==> src/rtl/core_pkg.sv <==
`default_nettype none
// ============================================================================
// Module   : core_pkg
// Brief    : Shared types and constants for the core memory-port arbiter.
// Revision : 1.0 - initial release
// ============================================================================
package core_pkg;

    localparam int XLEN = 32;

    typedef enum logic [1:0] {
        IDLE  = 2'd0,
        ISSUE = 2'd1,
        WAIT  = 2'd2
    } arb_state_t;

    typedef enum logic {
        FETCH = 1'b0,
        DATA  = 1'b1
    } arb_owner_t;

endpackage
`default_nettype wire

==> src/rtl/mem_port_arbiter.sv <==
`default_nettype none
// ============================================================================
// Module   : mem_port_arbiter
// Brief    : Shares one memory port between instruction fetch and load/store,
//            one transaction at a time, data side has priority.
//            Optional fetch starvation guard: define ARB_STARVE_GUARD_EN.
// Revision : 1.0 - initial release
// ============================================================================
module mem_port_arbiter
    import core_pkg::*;
#(
    parameter int XLEN        = core_pkg::XLEN,
    parameter int MAX_D_BURST = 4
) (
    input  logic              clk,
    input  logic              rst_n,
    input  logic              if_req_i,
    input  logic [XLEN-1:0]   if_addr_i,
    input  logic              if_kill_i,
    output logic [XLEN-1:0]   if_rdata_o,
    output logic              if_valid_o,
    input  logic              d_req_i,
    input  logic              d_we_i,
    input  logic [XLEN-1:0]   d_addr_i,
    input  logic [XLEN-1:0]   d_wdata_i,
    input  logic [XLEN/8-1:0] d_be_i,
    output logic [XLEN-1:0]   d_rdata_o,
    output logic              d_valid_o,
    output logic              mem_req_o,
    output logic              mem_we_o,
    output logic [XLEN-1:0]   mem_addr_o,
    output logic [XLEN-1:0]   mem_wdata_o,
    output logic [XLEN/8-1:0] mem_be_o,
    input  logic              mem_ready_i,
    input  logic              mem_rvalid_i,
    input  logic [XLEN-1:0]   mem_rdata_i,
    output logic              stall_if_o,
    output logic              stall_mem_o
);

    arb_state_t        state_q, state_d;
    arb_owner_t        owner_q, owner_d;
    logic              kill_q, kill_d;
    logic              mem_we_q, mem_we_d;
    logic [XLEN-1:0]   mem_addr_q, mem_addr_d;
    logic [XLEN-1:0]   mem_wdata_q, mem_wdata_d;
    logic [XLEN/8-1:0] mem_be_q, mem_be_d;
    logic              grant_data;

    if (MAX_D_BURST < 1) begin : g_max_d_burst_check
        $error("MAX_D_BURST must be at least 1");
    end

`ifdef ARB_STARVE_GUARD_EN
    localparam int BURST_W = $clog2(MAX_D_BURST + 1);

    logic [BURST_W-1:0] burst_q, burst_d;

    // Once the streak reaches the limit a waiting fetch overrides data priority.
    assign grant_data = d_req_i && !(if_req_i && (burst_q == BURST_W'(MAX_D_BURST)));

    always_comb begin
        burst_d = burst_q;
        if (state_q == IDLE) begin
            if (grant_data) begin
                burst_d = if_req_i ? burst_q + BURST_W'(1) : '0;
            end else if (if_req_i) begin
                burst_d = '0;
            end
        end
    end

    always_ff @(posedge clk) begin
        if (!rst_n) begin
            burst_q <= '0;
        end else begin
            burst_q <= burst_d;
        end
    end
`else
    assign grant_data = d_req_i;
`endif

    always_comb begin
        state_d     = state_q;
        owner_d     = owner_q;
        kill_d      = kill_q;
        mem_we_d    = mem_we_q;
        mem_addr_d  = mem_addr_q;
        mem_wdata_d = mem_wdata_q;
        mem_be_d    = mem_be_q;
        if_valid_o  = 1'b0;
        d_valid_o   = 1'b0;
        case (state_q)
            IDLE: begin
                kill_d = 1'b0;
                if (grant_data) begin
                    owner_d     = DATA;
                    mem_we_d    = d_we_i;
                    mem_addr_d  = d_addr_i;
                    mem_wdata_d = d_wdata_i;
                    mem_be_d    = d_be_i;
                    state_d     = ISSUE;
                end else if (if_req_i) begin
                    owner_d     = FETCH;
                    mem_we_d    = 1'b0;
                    mem_addr_d  = if_addr_i;
                    mem_wdata_d = '0;
                    mem_be_d    = '1;
                    state_d     = ISSUE;
                end
            end
            ISSUE: begin
                if (owner_q == FETCH && if_kill_i) kill_d = 1'b1;
                if (mem_ready_i) state_d = WAIT;
            end
            WAIT: begin
                if (owner_q == FETCH && if_kill_i) kill_d = 1'b1;
                if (mem_rvalid_i) begin
                    state_d = IDLE;
                    kill_d  = 1'b0;
                    if (owner_q == DATA) begin
                        d_valid_o = 1'b1;
                    end else begin
                        // A flush arriving with the response still discards it.
                        if_valid_o = !(kill_q || if_kill_i);
                    end
                end
            end
            default: state_d = IDLE;
        endcase
    end

    always_ff @(posedge clk) begin
        if (!rst_n) begin
            state_q     <= IDLE;
            owner_q     <= FETCH;
            kill_q      <= 1'b0;
            mem_we_q    <= 1'b0;
            mem_addr_q  <= '0;
            mem_wdata_q <= '0;
            mem_be_q    <= '0;
        end else begin
            state_q     <= state_d;
            owner_q     <= owner_d;
            kill_q      <= kill_d;
            mem_we_q    <= mem_we_d;
            mem_addr_q  <= mem_addr_d;
            mem_wdata_q <= mem_wdata_d;
            mem_be_q    <= mem_be_d;
        end
    end

    assign mem_req_o   = (state_q == ISSUE);
    assign mem_we_o    = mem_we_q;
    assign mem_addr_o  = mem_addr_q;
    assign mem_wdata_o = mem_wdata_q;
    assign mem_be_o    = mem_be_q;
    assign if_rdata_o  = mem_rdata_i;
    assign d_rdata_o   = mem_rdata_i;
    assign stall_if_o  = if_req_i & ~if_valid_o;
    assign stall_mem_o = d_req_i & ~d_valid_o;

endmodule
`default_nettype wire

==> config.mk <==
export PLATFORM = sky130hd
export DESIGN_NAME = mem_port_arbiter
export DESIGN_NICKNAME = d
export VERILOG_FILES = /design/src/rtl/core_pkg.sv /design/src/rtl/mem_port_arbiter.sv
export SDC_FILE = /design/constraint.sdc
export NUM_CORES = 1
export LEC_CHECK = 0
export BUFFER_PORTS_ARGS = -buffer_cell sky130_fd_sc_hd__buf_4
export CAP_MARGIN = 20
export CORE_AREA = 2 2 108 110
export DETAILED_ROUTE_END_ITERATION = 8
export DIE_AREA = 0 0 110 112
export PLACE_DENSITY = 0.68
export SLEW_MARGIN = 40
export SYNTH_ARGS = -nofsm -noshare
export SYNTH_HDL_FRONTEND = slang
export SYNTH_SLANG_ARGS = --single-unit
==> constraint.sdc <==
create_clock -name clk -period 2.15 [get_ports clk]
set_clock_uncertainty 0.1 [all_clocks]
set_input_delay 0.215 -clock clk [delete_from_list [all_inputs] [get_ports clk]]
set_output_delay 0.215 -clock clk [all_outputs]
set_load 0.01 [all_outputs]
==> results_dict.tcl <==
set metrics [dict create \
    status "complete, no violations" \
    hold_viol 0 \
    drcViolationCount 0 \
    cts_tree "built" \
    crit_buf_inv 2 \
    overflow 0 \
    period_minus_slack_ps 1977 \
    rows 39 \
    crit_path_start_kind "register" \
    ctsResizeCount 0 \
    synth_top_family_by_area "buffers and inverters" \
    crit_fanout 4 \
    cts_sinks 73 \
    crit_cells 6 \
    drt_first_iter_violations 139 \
    crit_type "register to output port" \
    ys_top_cells_by_area "dfxtp_1, buf_4, mux2i_1, a211oi_2, a21oi_1" \
    grt_usage 0.1488 \
    fin_ws_ps 173.4 \
    cts-root-buf "clkbuf_16" \
    synth_nets 550 \
    ant_nets 0 \
    slew_headroom 0.6798 \
    critPathCaptureType "output port" \
    ys_seq_elements 73 \
    synth_area_per_cell_um2 9.020 \
    core_area_um2 11170 \
    clk_pin_slew_ps 60 \
    grt_use_met3 0.05152 \
    yosys.area_share.adder 0.01367 \
    grtUsageMet2 0.2642 \
    grt_pass1_wl_um 14470 \
    cp_slowest_cell "nor4_1" \
    rsz0062_at_grt "no" \
    viasPerCell 4.750 \
    post-route-period-util 0.9194 \
    hold_buffers 0 \
    insertion_delay_ps 330 \
    postCtsSetupBuffers 0 \
    dp_hpwl_um 6965 \
    drv_cap 0 \
    synth_xor_area_frac 0 \
    yosys_warnings 0 \
    slew_violations 0 \
    use_met1 0.1595 \
    die_x_um 110 \
    syn_area_um2 3662 \
    first_pass_iters 4 \
    clockBufferDepth 2 \
    n_fill_cell 1069 \
    ir_drop_mv 0.3638 \
    ys_seq_area_frac 0.3990 \
    powerDensity_nw_per_um2 880.8 \
    synth_cell_type_count 28 \
    synthCells 406 \
    synthMuxAreaShare 0.08746 \
    worstPathArrival_ps 1660 \
    post-route-util 0.4423 \
    synth_simple_gate_area_frac 0.1445 \
    io_pins 278 \
    setup_violations 0 \
    reg2reg_depth 6 \
    synth.largest_area_cell "dfxtp_1" \
    dieArea_um2 12320 \
    via_count 3130 \
    drive_gt1_frac 0.4399 \
    hold-path-cell-count 2 \
    timing.hold.ws_ps 53.26 \
    antenna_found_initial 0 \
    start_util 0.3277 \
    place_congestion 0.7310 \
    fin_nets 656 \
    cts_made_buffers 9 \
    diodes 0 \
    max_stage_delay_ps 350 \
    synth_compound_area_frac 0.1650 \
    die_height_um 112 \
    busiest_layer "met2" \
    synth_top_area_frac 0.3990 \
    grt_start_max_net_pins 69 \
    crit_family "simple AND/OR/NAND/NOR gates" \
    cp.required_ps 1840 \
    worst-slew-pin-transition_ps 478.5 \
    first_global_vias 3139 \
    mostFrequentLayoutCells "buf_4, dfxtp_1, nor2_1" \
    area_delta_synth_final_pct 34.95 \
    wire_per_inst_um 14.20 \
    p_leak_nw 2.247 \
    max_freq_mhz 505.9 \
    final_common_cell "buf_4" \
    fin_setup_tns_ps 0 \
    pre_cts_ws_ps 321.1 \
    cts_max_level 3 \
    hold_path_class "primary input to register" \
    numPortBuffers 181 \
    path_cells "inv_1 > ha_1 > nand2_1 > nor4_1 > nor2b_1 > buf_4" \
    wl_um 9355 \
]
## cells in the mapped netlist
master / n
a211oi_1: 14
a211oi_2: 20
a21oi_1: 35
a31oi_1: 1
and3_1: 1
buf_2: 8
buf_4: 71
buf_6: 4
buf_8: 2
clkbuf_1: 9
dfxtp_1: 73
ha_1: 4
inv_1: 3
inv_2: 1
mux2i_1: 32
nand2_1: 36
nand2b_1: 1
nand3_1: 33
nand3b_1: 4
nor2_1: 39
nor2b_1: 4
nor4_1: 1
o21a_2: 1
o21ai_0: 5
o21ai_4: 1
o311a_1: 1
o31ai_1: 1
or3b_1: 1
## final timing paths
path	startpoint	endpoint	slack, ps
worst min-delay path	rst_n	state_q[0]$_SDFFE_PN0P_	50
worst max register to register	state_q[1]$_SDFFE_PN0P_	mem_addr_o[2]$_SDFFE_PN0P_	310
worst max-delay path	state_q[0]$_SDFFE_PN0P_	stall_if_o	170
worst min register to register	mem_wdata_o[11]$_SDFFE_PN0P_	mem_wdata_o[11]$_SDFFE_PN0P_	350
## where the power goes
group,internal [mW],switching [mW],total (mW)
registers,1.52,0.0891,1.61
logic,0.566,0.574,1.14
clock network,1.04,0.562,1.60
total,3.13,1.23,4.35
## routing by layer
metal | routed length, um | vias to the layer above
met5 | 0 | -
met4 | 160 | 0
met3 | 876 | 23
met2 | 4772 | 148
met1 | 3546 | 1421
li1 | - | 1538
## through the flow
| stage | cell area (um2) | cells | power, mW |
|---|---|---|---|
| floorplan | 3662 | 406 | 2.405 |
| global placement | 4596 | 643 | 2.735 |
| detailed placement | 4596 | 643 | 2.775 |
| CTS | 4915 | 658 | 4.405 |
| global route | 4942 | 659 | 4.605 |
| finish | 4942 | 659 | 4.353 |
## flip-flops by register name, summed over array words and instances (netlist names)
register / flops
kill_q: 1
state_q: 2
mem_addr_o: 32
owner_q: 1
mem_be_o: 4
mem_wdata_o: 32
mem_we_o: 1
## worst reg2reg max path, stage by stage (launching register included)
cell      delay, ps
dfxtp_1         350
inv_1           100
ha_1            360
o21a_2          220
buf_12          260
nor2_1          110
a211oi_1        240
## layout make-up
type	count	area, um2	share of cell area
clock inverters	5	80.08	0.01620
repair buffers	189	1464	0.2962
well taps	143	178.9	0.03620
flip-flops and latches	73	1461	0.2957
clock buffers	10	239.0	0.04835
multi-input cells	235	1504	0.3043
inverters	4	15.01	0.003038
## kinds of logic after synthesis
family / count (synthesis)
flip-flops: 73
AO/OA/AOI/OAI: 79
AND/OR/NAND/NOR: 120
adder cells (fa/ha/maj): 4
buffers and inverters: 98
multiplexers: 32
(Power assumes the default switching activity.)
